File: config.mk
export PLATFORM = sky130hd
export DESIGN_NAME = seq_mult_unit
export DESIGN_NICKNAME = d
export VERILOG_FILES = /design/src/rtl/mult_pkg.sv /design/src/rtl/seq_mult_dp.sv /design/src/rtl/seq_mult_unit.sv
export SDC_FILE = /design/constraint.sdc
export NUM_CORES = 1
export LEC_CHECK = 0
export BUFFER_PORTS_ARGS = -buffer_cell sky130_fd_sc_hd__buf_4
export CORE_UTILIZATION = 49
export CTS_BUF_LIST = sky130_fd_sc_hd__clkbuf_4 sky130_fd_sc_hd__clkbuf_8 sky130_fd_sc_hd__clkbuf_16
export CTS_CLUSTER_DIAMETER = 100
export CTS_CLUSTER_SIZE = 25
export DETAILED_ROUTE_END_ITERATION = 16
export GPL_ROUTABILITY_DRIVEN = 0
export PLACE_DENSITY = 0.79
export SLEW_MARGIN = 20
export SYNTH_ARGS = -nofsm -noshare
export SYNTH_HDL_FRONTEND = slang
export SYNTH_HIERARCHICAL = 1
export SYNTH_SLANG_ARGS = --single-unit
File: constraint.sdc
create_clock -name clk -period 4.3 [get_ports clk]
set_clock_uncertainty 0.1 [all_clocks]
set_input_delay 0.86 -clock clk [delete_from_list [all_inputs] [get_ports clk]]
set_output_delay 0.86 -clock clk [all_outputs]
set_load 0.01 [all_outputs]
File: src/rtl/mult_pkg.sv
// Shared definitions for the sequential shift-add multiplier: FSM encodings and default width.
package mult_pkg;

   localparam int unsigned DefaultWidth = 10;

   // 2'd3 is unused and recovers to StIdle.
   typedef enum logic [1:0] {
      StIdle = 2'd0,
      StBusy = 2'd1,
      StDone = 2'd2
   } state_e;

endpackage

File: src/rtl/seq_mult_dp.sv
// Shift-add datapath: multiplicand/multiplier shift registers and the 2*WIDTH accumulator.
module seq_mult_dp
   import mult_pkg::*;
#(
   parameter int unsigned WIDTH = DefaultWidth
) (
   input  logic               clk,
   input  logic               rst,
   input  logic               load_i,
   input  logic               step_i,
   input  logic               clear_i,
   input  logic [WIDTH-1:0]   a_i,
   input  logic [WIDTH-1:0]   b_i,
   output logic [2*WIDTH-1:0] acc_sum_o
);

   logic [2*WIDTH-1:0] mcand_q, mcand_d;
   logic [2*WIDTH-1:0] acc_q, acc_d;
   logic [WIDTH-1:0]   mplier_q, mplier_d;
   logic [2*WIDTH-1:0] acc_sum;

   // Sum including the current partial product; the FSM captures this on the last step.
   assign acc_sum   = acc_q + (mplier_q[0] ? mcand_q : '0);
   assign acc_sum_o = acc_sum;

   always_comb begin
      mcand_d  = mcand_q;
      mplier_d = mplier_q;
      acc_d    = acc_q;
      if (clear_i) begin
         mcand_d  = '0;
         mplier_d = '0;
         acc_d    = '0;
      end else if (load_i) begin
         mcand_d  = {{WIDTH{1'b0}}, a_i};
         mplier_d = b_i;
         acc_d    = '0;
      end else if (step_i) begin
         acc_d    = acc_sum;
         mcand_d  = mcand_q << 1;
         mplier_d = mplier_q >> 1;
      end
   end

   always_ff @(posedge clk or posedge rst) begin
      if (rst) begin
         mcand_q  <= '0;
         mplier_q <= '0;
         acc_q    <= '0;
      end else begin
         mcand_q  <= mcand_d;
         mplier_q <= mplier_d;
         acc_q    <= acc_d;
      end
   end

endmodule

File: src/rtl/seq_mult_unit.sv
// Iterative unsigned WIDTH x WIDTH multiplier with go/done handshake and fixed WIDTH-cycle latency.
module seq_mult_unit
   import mult_pkg::*;
#(
   parameter int unsigned WIDTH = DefaultWidth
) (
   input  logic               clk,
   input  logic               rst,
   input  logic               go,
   input  logic [WIDTH-1:0]   a,
   input  logic [WIDTH-1:0]   b,
   output logic               busy,
   output logic               done,
   output logic [2*WIDTH-1:0] product
);

   localparam int unsigned CntW = $clog2(WIDTH) + 1;
   localparam logic [CntW-1:0] LastCnt = CntW'(WIDTH - 1);

   state_e             state_q;
   logic [CntW-1:0]    count_q;
   logic               busy_q;
   logic               done_q;
   logic [2*WIDTH-1:0] product_q;

   logic               accept;
   logic               dp_load;
   logic               dp_step;
   logic               dp_clear;
   logic [2*WIDTH-1:0] acc_sum;

   // go is honoured only when no operation is in flight.
   assign accept   = go && ((state_q == StIdle) || (state_q == StDone));
   assign dp_load  = accept;
   assign dp_step  = (state_q == StBusy);
   assign dp_clear = !accept && (state_q != StIdle) && (state_q != StBusy);

   seq_mult_dp #(
      .WIDTH (WIDTH)
   ) u_dp (
      .clk       (clk),
      .rst       (rst),
      .load_i    (dp_load),
      .step_i    (dp_step),
      .clear_i   (dp_clear),
      .a_i       (a),
      .b_i       (b),
      .acc_sum_o (acc_sum)
   );

   always_ff @(posedge clk or posedge rst) begin
      if (rst) begin
         state_q   <= StIdle;
         count_q   <= '0;
         busy_q    <= 1'b0;
         done_q    <= 1'b0;
         product_q <= '0;
      end else begin
         unique case (state_q)
            StIdle: begin
               done_q <= 1'b0;
               if (go) begin
                  state_q <= StBusy;
                  count_q <= '0;
                  busy_q  <= 1'b1;
               end
            end
            StBusy: begin
               count_q <= count_q + 1'b1;
               if (count_q == LastCnt) begin
                  product_q <= acc_sum;
                  state_q   <= StDone;
                  busy_q    <= 1'b0;
                  done_q    <= 1'b1;
               end
            end
            StDone: begin
               done_q <= 1'b0;
               if (go) begin
                  state_q <= StBusy;
                  count_q <= '0;
                  busy_q  <= 1'b1;
               end else begin
                  state_q <= StIdle;
                  count_q <= '0;
               end
            end
            default: begin
               state_q <= StIdle;
               count_q <= '0;
               busy_q  <= 1'b0;
               done_q  <= 1'b0;
            end
         endcase
      end
   end

   assign busy    = busy_q;
   assign done    = done_q;
   assign product = product_q;

endmodule

-- Yosys cells after proc, flatten, opt, wreduce, memory -nomap -nowiden
Cells that the tools add are included.
W data, S select, Z words.
- memories kept: 0
- latch bits: 0
- logic and storage cells: 50
- output and inout bits: 22
- RAM bits: 0
- register bits after elaboration: 79
- memory bits (read-only): 0
- add/sub/neg operators: 2
- shift operators: 0
- bitwise gates (word level): 0
- order comparisons: 0
- div/mod/pow operators: 0
- multiplexer cells: 21
- multiply operators: 0
- equality and inequality tests: 7
- reduce and logical (&&, ||, !) cells: 12
- operator list (cell ; number):
    $mux W20 ; 7
    $mux W10 ; 3
    $add A20 B20 Y20 ; 1
    $pmux W5 S2 ; 1
    $ne A2 B1 Y1 const B ; 3
    $pmux W2 S3 ; 1
    $reduce_and A2 Y1 ; 3
    $add A5 B1 Y5 const B ; 1
    $eq A5 B4 Y1 const B ; 1
    $mux W1 ; 5
    $mux W5 ; 1
    $mux W2 ; 2
    $logic_and A1 B1 Y1 ; 3
    $reduce_bool A3 Y1 ; 1
    $eq A2 B1 Y1 const B ; 1
    $eq A2 B2 Y1 const B ; 1
    $logic_not A2 Y1 ; 1
    $ne A2 B2 Y1 const B ; 1
    $pmux W1 S2 ; 1
    $reduce_bool A2 Y1 ; 1
    $reduce_or A2 Y1 ; 1
    $logic_not A1 Y1 ; 1
    $logic_or A1 B1 Y1 ; 1

-- Depth between registers and ports, before layout
- depth in word-level cells: 7
- depth in mapped cells: 13
- depth with buffers taken out: 12

-- Cells and area by module
Netlist, hierarchy kept.
- modules (own cells, without submodules) (module ; times used ; area an instance (µm²) ; cells each):
    seq_mult_dp ; 1 ; 3398.3 ; 377
    seq_mult_unit ; 1 ; 1242.4 ; 86

-- Least setup slack after synthesis
No wires, ideal clock.
- kind: register to register
- start: register u_dp.mplier_q[0]
- end: register product_q[19], in the netlist product[19]
- data required time: 4.075 ns
- period minus slack after synthesis: 2.672 ns
- setup slack: 1.628 ns
- data arrival time: 2.447 ns
- stages on the path, launching flop included: 12
- setup time: 0.125 ns
- path buffers: 2
- path through: dfrtp_1 -> clkbuf_1 -> and2_1 -> ha_1 -> buf_6 -> a211oi_2 -> nor2_1 -> or3_4 -> a221oi_4 -> o31ai_1 -> xnor2_1 -> mux2_4
- cells in the longest elaborated chain, start to end: 2
- RTL lines (item ; RTL line ; source):
    start: declaration ; seq_mult_dp.sv:19 ; logic [WIDTH-1:0] mplier_q, mplier_d;
    start signal: assignment ; seq_mult_dp.sv:52 ; mplier_q <= mplier_d;
    $mux W20 ; seq_mult_dp.sv:23 ; assign acc_sum = acc_q + (mplier_q[0] ? mcand_q : '0);
    $add A20 B20 Y20 ; seq_mult_dp.sv:23 ;
    via acc_sum[19] ; seq_mult_unit.sv:30 ; logic [2*WIDTH-1:0] acc_sum;
    end signal: assignment ; seq_mult_unit.sv:71 ; product_q <= acc_sum;
    end: declaration ; seq_mult_unit.sv:24 ; logic [2*WIDTH-1:0] product_q;
The timed path passes the listed nets, and every way through them passes these cells.
A chain may end at the register's enable or synchronous reset.

-- Worst setup path after layout
- start: register u_dp.mplier_q[0]
- end: register product_q[14], in the netlist product[14]
The elaborated chain is that of the path after synthesis.

==> impl_metrics.py <==
metrics = {
    "worst_setup_path": {
        "arrival_ps": 3290,
        "cp_cell_sequence": "and2_1, ha_1, inv_1, fa_1, inv_1, a21o_1, a211o_1, a21oi_1, nor2_1, nor2_1, xnor2_1, mux2_4",
        "critPathCaptureType": "flop",
        "cpMaxStageDelayCell": "dfrtp_1",
        "worstSetupStartpointType": "flop",
        "cp_num_buf_inv": 2,
        "path_delay_family": "compound AO/OA/AOI/OAI gates",
        "cp_data_required_time_ps": 4430,
        "crit_fanout": 21,
        "cp_slowest_stage_delay_ps": 560,
        "critPathKind": "flop to flop",
    },
    "global_routing": {
        "grt_pass1_vias": 3395,
        "grt_max_degree": 51,
        "antenna_found_initial": 0,
        "gr-total-overflow": 0,
        "grt_usage_pct": 20.7,
        "grt_first_pass_wirelength_mm": 16.1,
    },
    "timing": {
        "fin_setup_tns_ps": 0,
        "hold_viol_final": 0,
        "final_max_slew_viol_count": 0,
        "finalSetupViolCount": 0,
        "final.min_clock_period_ps": 3160,
        "holdWs_ps": 398,
        "tightest_slew_ps": 858,
        "rsz0062_at_grt": "no",
        "clock.fmax_mhz": 316,
        "slew_headroom_pct": 42.8,
        "min_period_over_period_pct": 73.5,
    },
    "synth": {
        "seq_area_frac_synth_pct": 42.6,
        "syn_nets": 508,
        "synth_ff_type": "dfrtp_1",
        "syn_area_per_cell_um2": 10.0,
        "synth_area_leader_cell": "dfrtp_1",
        "netlist.area_leader.share_pct": 42.6,
        "yosys_warnings": 6,
        "syn_inst": 463,
        "synthTopCellsByArea": "dfrtp_1 43%, mux2i_1 8.6%, mux2_4 6.1%",
        "syn-cell-area_um2": 4640,
        "ys_types": 55,
        "ys_ff_latch": 79,
        "synth_edf_count": 0,
        "async_reset_ff_share_pct": 100,
    },
    "clock_network": {
        "post_cts_buffers": 0,
        "clk_latency_ps": 350,
        "numCtsBuffers": 9,
        "cts-root-buf": "clkbuf_8",
        "clock-sinks": 79,
        "htreeDepth": 3,
        "clock_path_buffers": 2,
        "cts_tree": "yes",
        "post_cts_resized": 0,
        "cts-hold-fix-buffers": 0,
        "path_clk_slew_ps": 70,
    },
    "placed_design": {
        "dp_cells": 595,
        "numPortBuffers": 44,
        "place_area_um2": 4980,
        "dp_hpwl_mm": 6.87,
    },
    "power": {
        "vdd_ir_drop_max_mv": 0.308,
        "power.leakage_nw": 2.78,
        "power.density_nw_per_um2": 681,
    },
    "routing": {
        "drt_iter0_drc": 169,
        "firstDrtPassIters": 5,
        "finalWirelength_mm": 9.61,
        "drtAntennaViolNets": 0,
        "route.detailed.drc": 0,
        "via_per_inst": 5.63,
        "wl_per_cell_um": 15.8,
        "vias": 3435,
    },
    "cells_and_area": {
        "drive_above_1_share_pct": 19.2,
        "num-nets-final": 540,
        "final_area_um2": 5200,
        "area_growth_pct": 12.0,
        "n_antenna_cell": 0,
        "stdcell_count": 610,
    },
    "floorplan": {
        "die_y_um": 99.3,
        "die_width_um": 99.3,
        "die_area_um2": 9860,
        "placementRows": 35,
        "coreArea_um2": 9200,
        "ioPinCount": 45,
        "start_util_pct": 50.5,
    },
    "hold_path": {
        "min_path_type": "flop to flop",
    },
    "outcome": {
        "run_status": "finished, final reports clean",
    },
    "run": {
        "cap_violations": 0,
    },
}
-- final timing paths --
| kind | endpoint | from | cells after the start | slack, ps |
|---|---|---|---|---|
| min in group asynchronous | product[17]$_DFFE_PP0P_ | rst | 2 | 490 |
| setup / recovery | product[14]$_DFFE_PP0P_ | u_dp/mplier_q[0]$_DFFE_PP0P_ | 12 | 1140 |
| hold / removal | busy$_DFFE_PP0P_ | busy$_DFFE_PP0P_ | 1 | 400 |
| max in group asynchronous | u_dp/mplier_q[8]$_DFFE_PP0P_ | rst | 2 | 3010 |
| setup reg to reg | product[14]$_DFFE_PP0P_ | u_dp/mplier_q[0]$_DFFE_PP0P_ | 12 | 1140 |
| hold reg to reg | busy$_DFFE_PP0P_ | busy$_DFFE_PP0P_ | 1 | 400 |
-- layout by cell type, fill, tap and decap left out, types with 3 or more instances in the layout --
cell type and count:
a21o_1 7, a21oi_1 34, a22o_1 3, a31oi_1 3, and2_1 20, buf_4 47, clkbuf_8 9, clkinv_2 3
dfrtp_1 79, ha_1 21, inv_1 13, mux2_2 3, mux2_4 19, mux2i_1 40, nand2_1 21, nand2b_1 3
nand3_1 5, nand4_1 7, nor2_1 73, nor3_1 5, nor3b_1 3, o211ai_1 3, o21ai_0 18, or3_1 4
xnor2_1 11, xor2_1 9
-- where the power goes --
part	internal [mW]	total [mW]	switching [mW]
registers	1.06	1.28	0.225
clock network	0.322	0.587	0.265
logic	0.786	1.67	0.882
total	2.17	3.54	1.37
-- routing by layer --
layer  track usage [%]  part of all wire [%]  wire length (um)  vias up
met2              32.6                    46              4400      131
met5                 0                     0                 0        -
met3              4.92                   6.1               588       15
li1                  -                     -                 -     1670
met1              27.7                    46              4460     1619
met4              8.14                   1.6               155        0
-- Yosys cell counts, drive strengths merged, types with 11 or more instances --
cell	instances
mux2	22
nand2	22
xnor2	11
and2	20
inv	16
buf	13
a21oi	36
nor2	73
dfrtp	79
o21ai	19
clkbuf	13
ha	21
mux2i	40
-- kinds of logic (layout without fill, tap and decap cells) --
kind of cell	count (synthesis)	count (layout)	synth area share [%]
buffers and inverters	42	78	4.47
DFF	79	79	42.6
adders and majority gates	22	22	6.09
and+or+nand+nor	150	150	15.2
muxes	62	62	15.5
AOI/OAI and AO/OA	88	88	12.3
xor gates and xnor gates	20	20	3.77
-- worst register-to-register path: stages, from the launching register on --
cell     delay [ps]
dfrtp_1         560
and2_1          260
ha_1            210
inv_1            90
fa_1            230
inv_1            50
a21o_1          200
a211o_1         310
a21oi_1         360
nor2_1          170
nor2_1          170
xnor2_1          80
mux2_4          270
-- flip-flops by register name (all words and copies together) (netlist names) --
register / cells
u_dp/acc_q: 20
u_dp/mplier_q: 10
u_dp/mcand_q: 20
busy: 1
done: 1
count_q: 5
state_q: 2
product: 20
-- metrics by stage --
stage | power, mW | worst slack, ps | utilization (%)
6_report | 3.54 | 1140 | 56.5
4_1_cts | 3.55 | 1210 | 56.5
5_1_grt | 3.80 | 971 | 56.5
3_5_place_dp | 2.96 | 1210 | 54.2
2_1_floorplan | 2.51 | 1630 | -
3_3_place_gp | 2.87 | 1360 | 54.2
-- final cells by class --
cell class / count / area [um^2]
well taps: 111 / 139
inverters: 16 / 61.3
clock inverters: 6 / 86.3
repair buffers: 47 / 353
fillers: 786 / 4000
clock buffers: 9 / 124
multi-input cells: 342 / 2460
flip-flops and latches: 79 / 1980
No activity file was read; power rests on OpenSTA's default activity.
